`src/rtl/ps2_key_decoder_pkg.sv`:
```
// Shared types and constants for the PS/2 keyboard decoder: frame FSM states,
// scan-code prefix bytes and the frame-level parity/stop check.
package ps2_key_decoder_pkg;

    typedef enum logic [1:0] {
        IDLE  = 2'd0,
        RECV  = 2'd1,
        CHECK = 2'd2
    } rx_state_e;

    localparam logic [7:0] PS2_PREFIX_EXT   = 8'hE0;
    localparam logic [7:0] PS2_PREFIX_BREAK = 8'hF0;

    // Bits sampled after the start bit: 8 data, parity, stop.
    localparam int unsigned PS2_FRAME_BITS = 10;

    // frame[7:0] data, frame[8] parity, frame[9] stop; odd parity over data+parity.
    function automatic logic ps2_frame_good(input logic [PS2_FRAME_BITS-1:0] frame);
        return (^frame[8:0]) & frame[9];
    endfunction

endpackage

```
`src/rtl/ps2_key_decoder_if.sv`:
```
// Byte channel from the frame receiver to the prefix decoder: one-cycle
// byte_ok / byte_err pulses qualifying the received byte.
interface ps2_key_decoder_if;
    logic [7:0] data;
    logic       byte_ok;
    logic       byte_err;

    modport master (output data, output byte_ok, output byte_err);
    modport slave  (input  data, input  byte_ok, input  byte_err);
endinterface

```
`src/rtl/ps2_frame_rx.sv`:
```
// PS/2 frame receiver: synchronizes the raw bus, detects falling clock edges,
// shifts in an 11-bit frame and reports a good byte or a parity/stop/timeout error.
module ps2_frame_rx
    import ps2_key_decoder_pkg::*;
#(
    parameter int unsigned TIMEOUT_CYCLES = 10000
) (
    input  logic                      clk,
    input  logic                      rst_n,
    input  logic                      ps2_clk,
    input  logic                      ps2_dat,
    ps2_key_decoder_if.master         byte_if
);

    localparam int unsigned TW = (TIMEOUT_CYCLES < 2) ? 1 : $clog2(TIMEOUT_CYCLES + 1);
    localparam logic [TW-1:0] TMO_LAST = TW'(TIMEOUT_CYCLES - 1);
    localparam logic [3:0]    LAST_BIT = 4'(PS2_FRAME_BITS - 1);

    logic clk_meta_q, clk_sync_q, clk_prev_q;
    logic dat_meta_q, dat_sync_q;
    logic fall;

    rx_state_e                 state_q, state_d;
    logic [3:0]                bit_cnt_q, bit_cnt_d;
    logic [PS2_FRAME_BITS-1:0] shift_q, shift_d;
    logic [TW-1:0]             tmo_q, tmo_d;
    logic                      byte_ok, byte_err;

    // Synchronizers reset high so a reset never fakes a falling edge.
    always_ff @(posedge clk or negedge rst_n) begin
        if (!rst_n) begin
            clk_meta_q <= 1'b1;
            clk_sync_q <= 1'b1;
            clk_prev_q <= 1'b1;
            dat_meta_q <= 1'b1;
            dat_sync_q <= 1'b1;
        end else begin
            clk_meta_q <= ps2_clk;
            clk_sync_q <= clk_meta_q;
            clk_prev_q <= clk_sync_q;
            dat_meta_q <= ps2_dat;
            dat_sync_q <= dat_meta_q;
        end
    end

    assign fall = clk_prev_q & ~clk_sync_q;

    always_comb begin
        state_d   = state_q;
        bit_cnt_d = bit_cnt_q;
        shift_d   = shift_q;
        tmo_d     = tmo_q;
        byte_ok   = 1'b0;
        byte_err  = 1'b0;
        case (state_q)
            IDLE: begin
                bit_cnt_d = '0;
                tmo_d     = '0;
                if (fall && !dat_sync_q) begin
                    state_d = RECV;
                end
            end
            RECV: begin
                if (fall) begin
                    shift_d   = {dat_sync_q, shift_q[PS2_FRAME_BITS-1:1]};
                    bit_cnt_d = bit_cnt_q + 4'd1;
                    tmo_d     = '0;
                    if (bit_cnt_q == LAST_BIT) begin
                        state_d = CHECK;
                    end
                end else if (tmo_q == TMO_LAST) begin
                    byte_err = 1'b1;
                    state_d  = IDLE;
                end else begin
                    tmo_d = tmo_q + 1'b1;
                end
            end
            CHECK: begin
                if (ps2_frame_good(shift_q)) begin
                    byte_ok = 1'b1;
                end else begin
                    byte_err = 1'b1;
                end
                state_d = IDLE;
            end
            default: state_d = IDLE;
        endcase
    end

    always_ff @(posedge clk or negedge rst_n) begin
        if (!rst_n) begin
            state_q   <= IDLE;
            bit_cnt_q <= '0;
            shift_q   <= '0;
            tmo_q     <= '0;
        end else begin
            state_q   <= state_d;
            bit_cnt_q <= bit_cnt_d;
            shift_q   <= shift_d;
            tmo_q     <= tmo_d;
        end
    end

    assign byte_if.data     = shift_q[7:0];
    assign byte_if.byte_ok  = byte_ok;
    assign byte_if.byte_err = byte_err;

endmodule

```
`src/rtl/ps2_key_decoder.sv`:
```
// PS/2 keyboard scan-code decoder: folds E0/F0 prefixes into ext/break flags
// and emits one registered key_valid per complete key code.
module ps2_key_decoder
    import ps2_key_decoder_pkg::*;
#(
    parameter int unsigned TIMEOUT_CYCLES = 10000
) (
    input  logic       CLOCK_50,
    input  logic       Resetn,
    input  logic       ps2_clk,
    input  logic       ps2_dat,
    output logic [7:0] key_code,
    output logic       key_break,
    output logic       key_ext,
    output logic       key_valid,
    output logic       rx_err
);

    ps2_key_decoder_if byte_if ();

    ps2_frame_rx #(
        .TIMEOUT_CYCLES (TIMEOUT_CYCLES)
    ) u_frame_rx (
        .clk     (CLOCK_50),
        .rst_n   (Resetn),
        .ps2_clk (ps2_clk),
        .ps2_dat (ps2_dat),
        .byte_if (byte_if)
    );

    logic       ext_q, ext_d;
    logic       brk_q, brk_d;
    logic [7:0] key_code_q, key_code_d;
    logic       key_break_q, key_break_d;
    logic       key_ext_q, key_ext_d;
    logic       key_valid_q, key_valid_d;
    logic       rx_err_q, rx_err_d;

    // byte_ok and byte_err are exclusive, so key_valid and rx_err are too.
    always_comb begin
        ext_d       = ext_q;
        brk_d       = brk_q;
        key_code_d  = key_code_q;
        key_break_d = key_break_q;
        key_ext_d   = key_ext_q;
        key_valid_d = 1'b0;
        rx_err_d    = 1'b0;
        if (byte_if.byte_err) begin
            rx_err_d = 1'b1;
            ext_d    = 1'b0;
            brk_d    = 1'b0;
        end else if (byte_if.byte_ok) begin
            if (byte_if.data == PS2_PREFIX_EXT) begin
                ext_d = 1'b1;
            end else if (byte_if.data == PS2_PREFIX_BREAK) begin
                brk_d = 1'b1;
            end else begin
                key_code_d  = byte_if.data;
                key_break_d = brk_q;
                key_ext_d   = ext_q;
                key_valid_d = 1'b1;
                ext_d       = 1'b0;
                brk_d       = 1'b0;
            end
        end
    end

    always_ff @(posedge CLOCK_50 or negedge Resetn) begin
        if (!Resetn) begin
            ext_q       <= 1'b0;
            brk_q       <= 1'b0;
            key_code_q  <= '0;
            key_break_q <= 1'b0;
            key_ext_q   <= 1'b0;
            key_valid_q <= 1'b0;
            rx_err_q    <= 1'b0;
        end else begin
            ext_q       <= ext_d;
            brk_q       <= brk_d;
            key_code_q  <= key_code_d;
            key_break_q <= key_break_d;
            key_ext_q   <= key_ext_d;
            key_valid_q <= key_valid_d;
            rx_err_q    <= rx_err_d;
        end
    end

    assign key_code  = key_code_q;
    assign key_break = key_break_q;
    assign key_ext   = key_ext_q;
    assign key_valid = key_valid_q;
    assign rx_err    = rx_err_q;

endmodule

```
`config.mk`:
```
export PLATFORM = sky130hd
export DESIGN_NAME = ps2_key_decoder
export DESIGN_NICKNAME = d
export VERILOG_FILES = /design/src/rtl/ps2_key_decoder_pkg.sv /design/src/rtl/ps2_key_decoder_if.sv /design/src/rtl/ps2_frame_rx.sv /design/src/rtl/ps2_key_decoder.sv
export SDC_FILE = /design/constraint.sdc
export NUM_CORES = 1
export LEC_CHECK = 0
export BUFFER_PORTS_ARGS = -buffer_cell sky130_fd_sc_hd__buf_2
export CAP_MARGIN = 10
export CORE_ASPECT_RATIO = 1.1
export CORE_MARGIN = 4
export CORE_UTILIZATION = 40
export DETAILED_ROUTE_END_ITERATION = 16
export HOLD_SLACK_MARGIN = 0.12
export PLACE_DENSITY = 0.54
export SLEW_MARGIN = 20
export SYNTH_ARGS = -nofsm -noshare
export SYNTH_HDL_FRONTEND = slang
export SYNTH_HIERARCHICAL = 1
export SYNTH_SLANG_ARGS = --single-unit
```
`constraint.sdc`:
```
create_clock -name CLOCK_50 -period 5.7 [get_ports CLOCK_50]
set_input_delay 0.285 -clock CLOCK_50 [delete_from_list [all_inputs] [get_ports CLOCK_50]]
set_output_delay 0.285 -clock CLOCK_50 [all_outputs]
set_load 0.05 [all_outputs]
```
# Word level (Yosys, flattened, before mapping)
# Cells that the tools add are included.
# totals
wordCells	79
output_inout_bits	12
register_bits	49
inputBits	4
# op_classes
add_sub_neg	2
mux	29
n_reduce_logical	13
eq_ne	13
bitwise_logic	6
# ops
cell	n
two-way mux 14 bit	2
one-hot mux 14 bit (2 select lines)	1
two-way mux 1 bit	18
equality test 8 bit (second input constant)	2
adder 14 x 1 -> 14 bit (second input constant)	1
equality test 14 bit (second input constant)	1
AND reduction 2 bit	5
XOR reduction 9 bit	1
two-way mux 2 bit	4
one-hot mux 4 bit (2 select lines)	1
!= test 3 bit (second input constant)	2
adder 4 x 1 -> 4 bit (second input constant)	1
equality test 4 bit (second input constant)	1
two-way mux 4 bit	1
!= test 2 x 1 -> 1 bit (second input constant)	2
NOT 1 bit	4
one-hot mux 2 bit (2 select lines)	1
AND reduction 4 bit	1
nonzero test 2 bit	2
!= test 3 x 1 -> 1 bit (second input constant)	1
!= test 3 x 2 -> 1 bit (second input constant)	1
AND reduction 3 bit	1
bitwise AND 1 bit	2
equality test 2 x 1 -> 1 bit (second input constant)	1
6 further kinds	6

# Depth between registers and ports, before layout
# logic_depth
ltp_word	6
mapped_depth	9
ltp_nobuf	8

# Modules after synthesis
# Netlist, hierarchy kept.
# modules_own_cells
mod	instances	cells_each	area_each_um2	seq_area_each_um2
ps2_frame_rx	1	172	1865.5	882.1
ps2_key_decoder	1	44	558.0	350.3

# Worst setup path after synthesis
# No wires, ideal clock.
# synth_timing
kind	register to register
startpoint	register u_frame_rx.tmo_q[0]
endpoint	register key_break_q (netlist: key_break)
setup_slack_ps	3348
setup_ps	125
arrival_time_ps	2227
path_stages_with_launch	10
t_required_ps	5575
n_path_buf	1
period_less_slack_ps	2352
cell_sequence	dfrtp_1 ha_1 and3_4 and4b_1 buf_6 and2_1 o21a_1 nand2b_1 a31oi_4 mux2_2
# synth_via
elab_chain_len	6
# synth_lines
item	line	source
start: declaration	ps2_frame_rx.sv:26	logic [TW-1:0] tmo_q, tmo_d;
start signal: assignment	ps2_frame_rx.sv:100	tmo_q <= tmo_d;
equality test 14 bit	ps2_frame_rx.sv:71	end else if (tmo_q == TMO_LAST) begin
two-way mux 1 bit	ps2_frame_rx.sv:71	
two-way mux 1 bit	ps2_frame_rx.sv:64	if (fall) begin
one-hot mux 1 bit (2 select lines)	ps2_frame_rx.sv:55	case (state_q)
via byte_if.byte_err	ps2_key_decoder_if.sv:6	logic byte_err;
NOT 1 bit (no source line)	-	
AND reduction 4 bit (no source line)	-	
end signal: assignment	ps2_key_decoder.sv:81	key_break_q <= key_break_d;
end: declaration	ps2_key_decoder.sv:34	logic key_break_q, key_break_d;
# The timed path passes the listed nets, and every way through them passes these cells.
# A chain may end at the register's enable or synchronous reset.

# Worst setup path after layout
# layout_timing
startpoint	register u_frame_rx.shift_q[5]
endpoint	register key_ext_q (netlist: key_ext)
# layout_via
elab_chain_len	6
word_cells_on_any_way	12
cone_classes	2 x eq/ne; 4 x mux; 4 x bitwise; 2 x reduce/logical
# layout_lines
item	line	source
start: declaration	ps2_frame_rx.sv:25	logic [PS2_FRAME_BITS-1:0] shift_q, shift_d;
start signal: assignment	ps2_frame_rx.sv:99	shift_q <= shift_d;
XOR reduction 9 bit	ps2_key_decoder_pkg.sv:19	return (^frame[8:0]) & frame[9];
bitwise AND 1 bit	ps2_key_decoder_pkg.sv:19	
two-way mux 1 bit	ps2_frame_rx.sv:79	if (ps2_frame_good(shift_q)) begin
one-hot mux 1 bit (2 select lines)	ps2_frame_rx.sv:55	
via byte_if.byte_err	ps2_key_decoder_if.sv:6	
NOT 1 bit (no source line)	-	
AND reduction 4 bit (no source line)	-	
end signal: assignment	ps2_key_decoder.sv:82	key_ext_q <= key_ext_d;
end: declaration	ps2_key_decoder.sv:35	logic key_ext_q, key_ext_d;
# The timed path passes the listed nets, and every way through them passes these cells.

==> summary.md <==
| Metric | Value |
|---|---|
| Wire per inst | `13.8 µm` |
| Cell area after placement | `2500 µm²` |
| Fill cells | `569` |
| Clock network fraction of design power | `20.5%` |
| Adder-cell share of the synthesized area | `3.61%` |
| Total CTS buffers | `5` |
| Largest family of logic cells by synthesized area | `compound AO/OA/AOI/OAI gates` |
| DRT Pass-1 Iters | `4` |
| Post-cts sizing count | `0` |
| CP arrival | `2.83 ns` |
| TritonCTS clock tree | `built` |
| Commonest non-fill, non-tap cell in the layout | `dfrtp_1` |
| Final hold viol count | `0` |
| Worst-Margin Slew | `0.607 ns` |
| Fin nets | `240` |
| Utilization after layout | `44.9%` |
| Mux cell area share after synthesis | `7.59%` |
| RSZ-0062 raised after global routing | `false` |
| Fraction of registers with async set/reset | `100%` |
| Total core area | `5840 µm²` |
| Clk_lat worst skew | `0.30 ns` |
| Sequential fraction of the synthesis area | `50.9%` |
| Final Setup Violations | `0` |
| Worst setup EP type | `flop` |
| First-pass GRT wire length | `7360 µm` |
| Sequential power share | `46.2%` |
| Post-synthesis compound-gate area fraction | `14.0%` |
| Critical path class | `flop to flop` |
| Residual DRC | `0` |
| Worst EP required | `5.88 ns` |
| Htree depth | `2` |
| P_int | `0.000672 W` |
| Minimum clock period | `2.65 ns` |
| # port buffers | `15` |
| Ant diodes | `0` |
| Post-synthesis cell type count | `49` |
| Commonest cells after routing, fill and taps aside | `dfrtp_1 (44), nand2_1 (21), o21ai_0 (19)` |
| Slew Viols, Final | `0` |
| Simple-Gate Fraction of Synth Area | `13.6%` |
| Num rows | `29` |
| Dpl hpwl | `2860 µm` |
| Final period util | `46.5%` |
| Setup_tns | `0 ns` |
| Synth Flop Type | `dfrtp_1` |
| Die width | `82.2 µm` |
| Post-synthesis instance total | `216` |
| CTS Buffer Depth | `2` |
| Clock-pin slew on the worst setup and hold paths | `0.09 ns` |
| Final non-filler cell area | `2620 µm²` |
| R2R Setup Slk | `3.05 ns` |
| Clock Sinks | `49` |
| Mapped Area | `2420 µm²` |
| Die height | `89.6 µm` |
| Vias per cell | `5.09` |
| Share of cells above drive strength 1 | `21.7%` |
| Initial antenna violation count | `0` |
| GRT Total Usage | `13.2%` |
| Max cap viols | `0` |
| Gp weighted congestion | `0.843` |
| Post-Route WL | `4250 µm` |
| Synth-to-Final Area Change | `8.26%` |
| Antenna viol nets, final | `0` |
| Syn Nets | `227` |
| Die ar. | `7370 µm²` |
| Worst Hold Class | `flop to flop` |
| EDFF count, synth | `0` |
| Post-synthesis register bit count | `49` |
| Syn avg cell area | `11.2 µm²` |
| Total power | `0.00101 W` |
| IO Count | `16` |
| Largest net degree at the start of global routing | `50` |
| Worst-path maximum fanout | `10` |
| Clock skew | `0.00602 ns` |
| PwrDens | `387 nW/µm²` |
| Worst relative slew slack | `59.6%` |
| Root Buffer | `clkbuf_8` |
| Initial Util | `41.5%` |
| Leakage | `1.17 nW` |
| Switch share | `33.8%` |
| Grt ovf | `0` |
| Combinational share of power | `33.3%` |
| 1st-iter DRT viols | `90` |
| Vias in the first global route | `1549` |
| Fmax | `377 MHz` |
| Yosys warns | `6` |
| Peak supply drop | `186 µV` |
| XOR/XNOR Fraction of Synth Area | `4.90%` |
| DR vias | `1564` |
| Net Sw Power | `0.000343 W` |
| Outcome | `complete, no violations` |
| Startpoint class of the critical path | `flop` |
## area by class of cell
class / instances / area (µm²) / share of cell area, %
flip-flops and latches: 49 / 1230 / 47.0
inverters: 9 / 33.8 / 1.29
multi-input cells: 145 / 1060 / 40.3
clock buffers: 8 / 90.1 / 3.43
well taps: 77 / 96.3 / 3.67
repair buffers: 19 / 113 / 4.29
## critical path, stage by stage (launching register included)
cell and delay, ns:
dfrtp_1 0.47, xor2_1 0.17, xnor3_1 0.41, xnor2_1 0.22
a21boi_1 0.10, o21a_1 0.23, nand2b_1 0.22, a31oi_4 0.32
mux2_2 0.38
## cell usage after synthesis (3+ instances only)
master,instances,share of area [%]
dfstp_2,5,5.4
mux2_2,15,7.0
dfrtp_1,44,45
ha_1,7,3.6
a22o_1,5,1.8
o21ai_0,19,3.9
xnor2_1,9,3.3
a31oi_1,3,0.77
nor2_1,7,1.1
inv_1,9,1.4
nand3_1,5,1.0
buf_4,8,2.5
nand4_1,4,1.0
nor3_1,8,1.7
nand2_1,21,3.3
a21oi_1,4,0.83
## per-stage QoR
step	setup WS, ns	hold slack [ns]	std cells
floorplan	3.35	-0.0106	216
global placement	3.10	0.347	296
detailed placement	3.08	0.349	296
CTS	3.05	0.361	307
global route	2.89	0.368	307
finish	3.05	0.361	307
## registers in the layout, summed over array words and instances, names as in the netlist
signal / count
u_frame_rx/shift_q: 10
key_code: 8
u_frame_rx/dat_sync_q: 1
u_frame_rx/clk_sync_q: 1
ext_q: 1
rx_err: 1
u_frame_rx/bit_cnt_q: 4
key_valid: 1
u_frame_rx/clk_meta_q: 1
key_break: 1
u_frame_rx/state_q: 2
brk_q: 1
u_frame_rx/dat_meta_q: 1
key_ext: 1
u_frame_rx/tmo_q: 14
u_frame_rx/clk_prev_q: 1
## worst paths after layout
path / cells past startpoint / endpoint / start
min in group asynchronous: 3 / key_valid$_DFF_PN0_ / Resetn
hold / removal: 0 / u_frame_rx/dat_sync_q$_DFF_PN1_ / u_frame_rx/dat_meta_q$_DFF_PN1_
max in group asynchronous: 3 / u_frame_rx/tmo_q[6]$_DFFE_PN0P_ / Resetn
setup / recovery: 8 / key_ext$_DFFE_PN0P_ / u_frame_rx/shift_q[5]$_DFFE_PN0P_
hold reg to reg: 0 / u_frame_rx/dat_sync_q$_DFF_PN1_ / u_frame_rx/dat_meta_q$_DFF_PN1_
setup reg to reg: 8 / key_ext$_DFFE_PN0P_ / u_frame_rx/shift_q[5]$_DFFE_PN0P_
## per-layer routing
layer | share of wire [%] | track usage (%)
met5 | 0 | 0
met4 | 1.9 | 6.34
met3 | 2.6 | 3.49
met2 | 44 | 19.6
met1 | 52 | 17.9
## cell families (layout without fill, tap and decap cells)
group	after synthesis	count (layout)
fa+ha+maj	7	7
simple gates	62	62
flops	49	49
mux	16	16
buf+inv	22	36
compound gates	48	48
xor+xnor	12	12
## power by group through the flow
stage / Sequential, W / Clock [W] / Combinational [W]
after global placement: 0.000475 / 0 / 0.000338
after detailed placement: 0.000476 / 0 / 0.000338
final: 0.000469 / 0.000208 / 0.000338
after CTS: 0.000469 / 0.000218 / 0.000341
after floorplan: 0.000450 / 0 / 0.000335
after global routing: 0.000481 / 0.000234 / 0.000377
## timing repair
action,4_1_cts,5_1_grt
buffers inserted,0,0
hold endpoints to repair,46,0
hold buffers,3,0
endpoints found under the setup margin,0,0
Note: power is estimated with default switching activity, not from simulation.
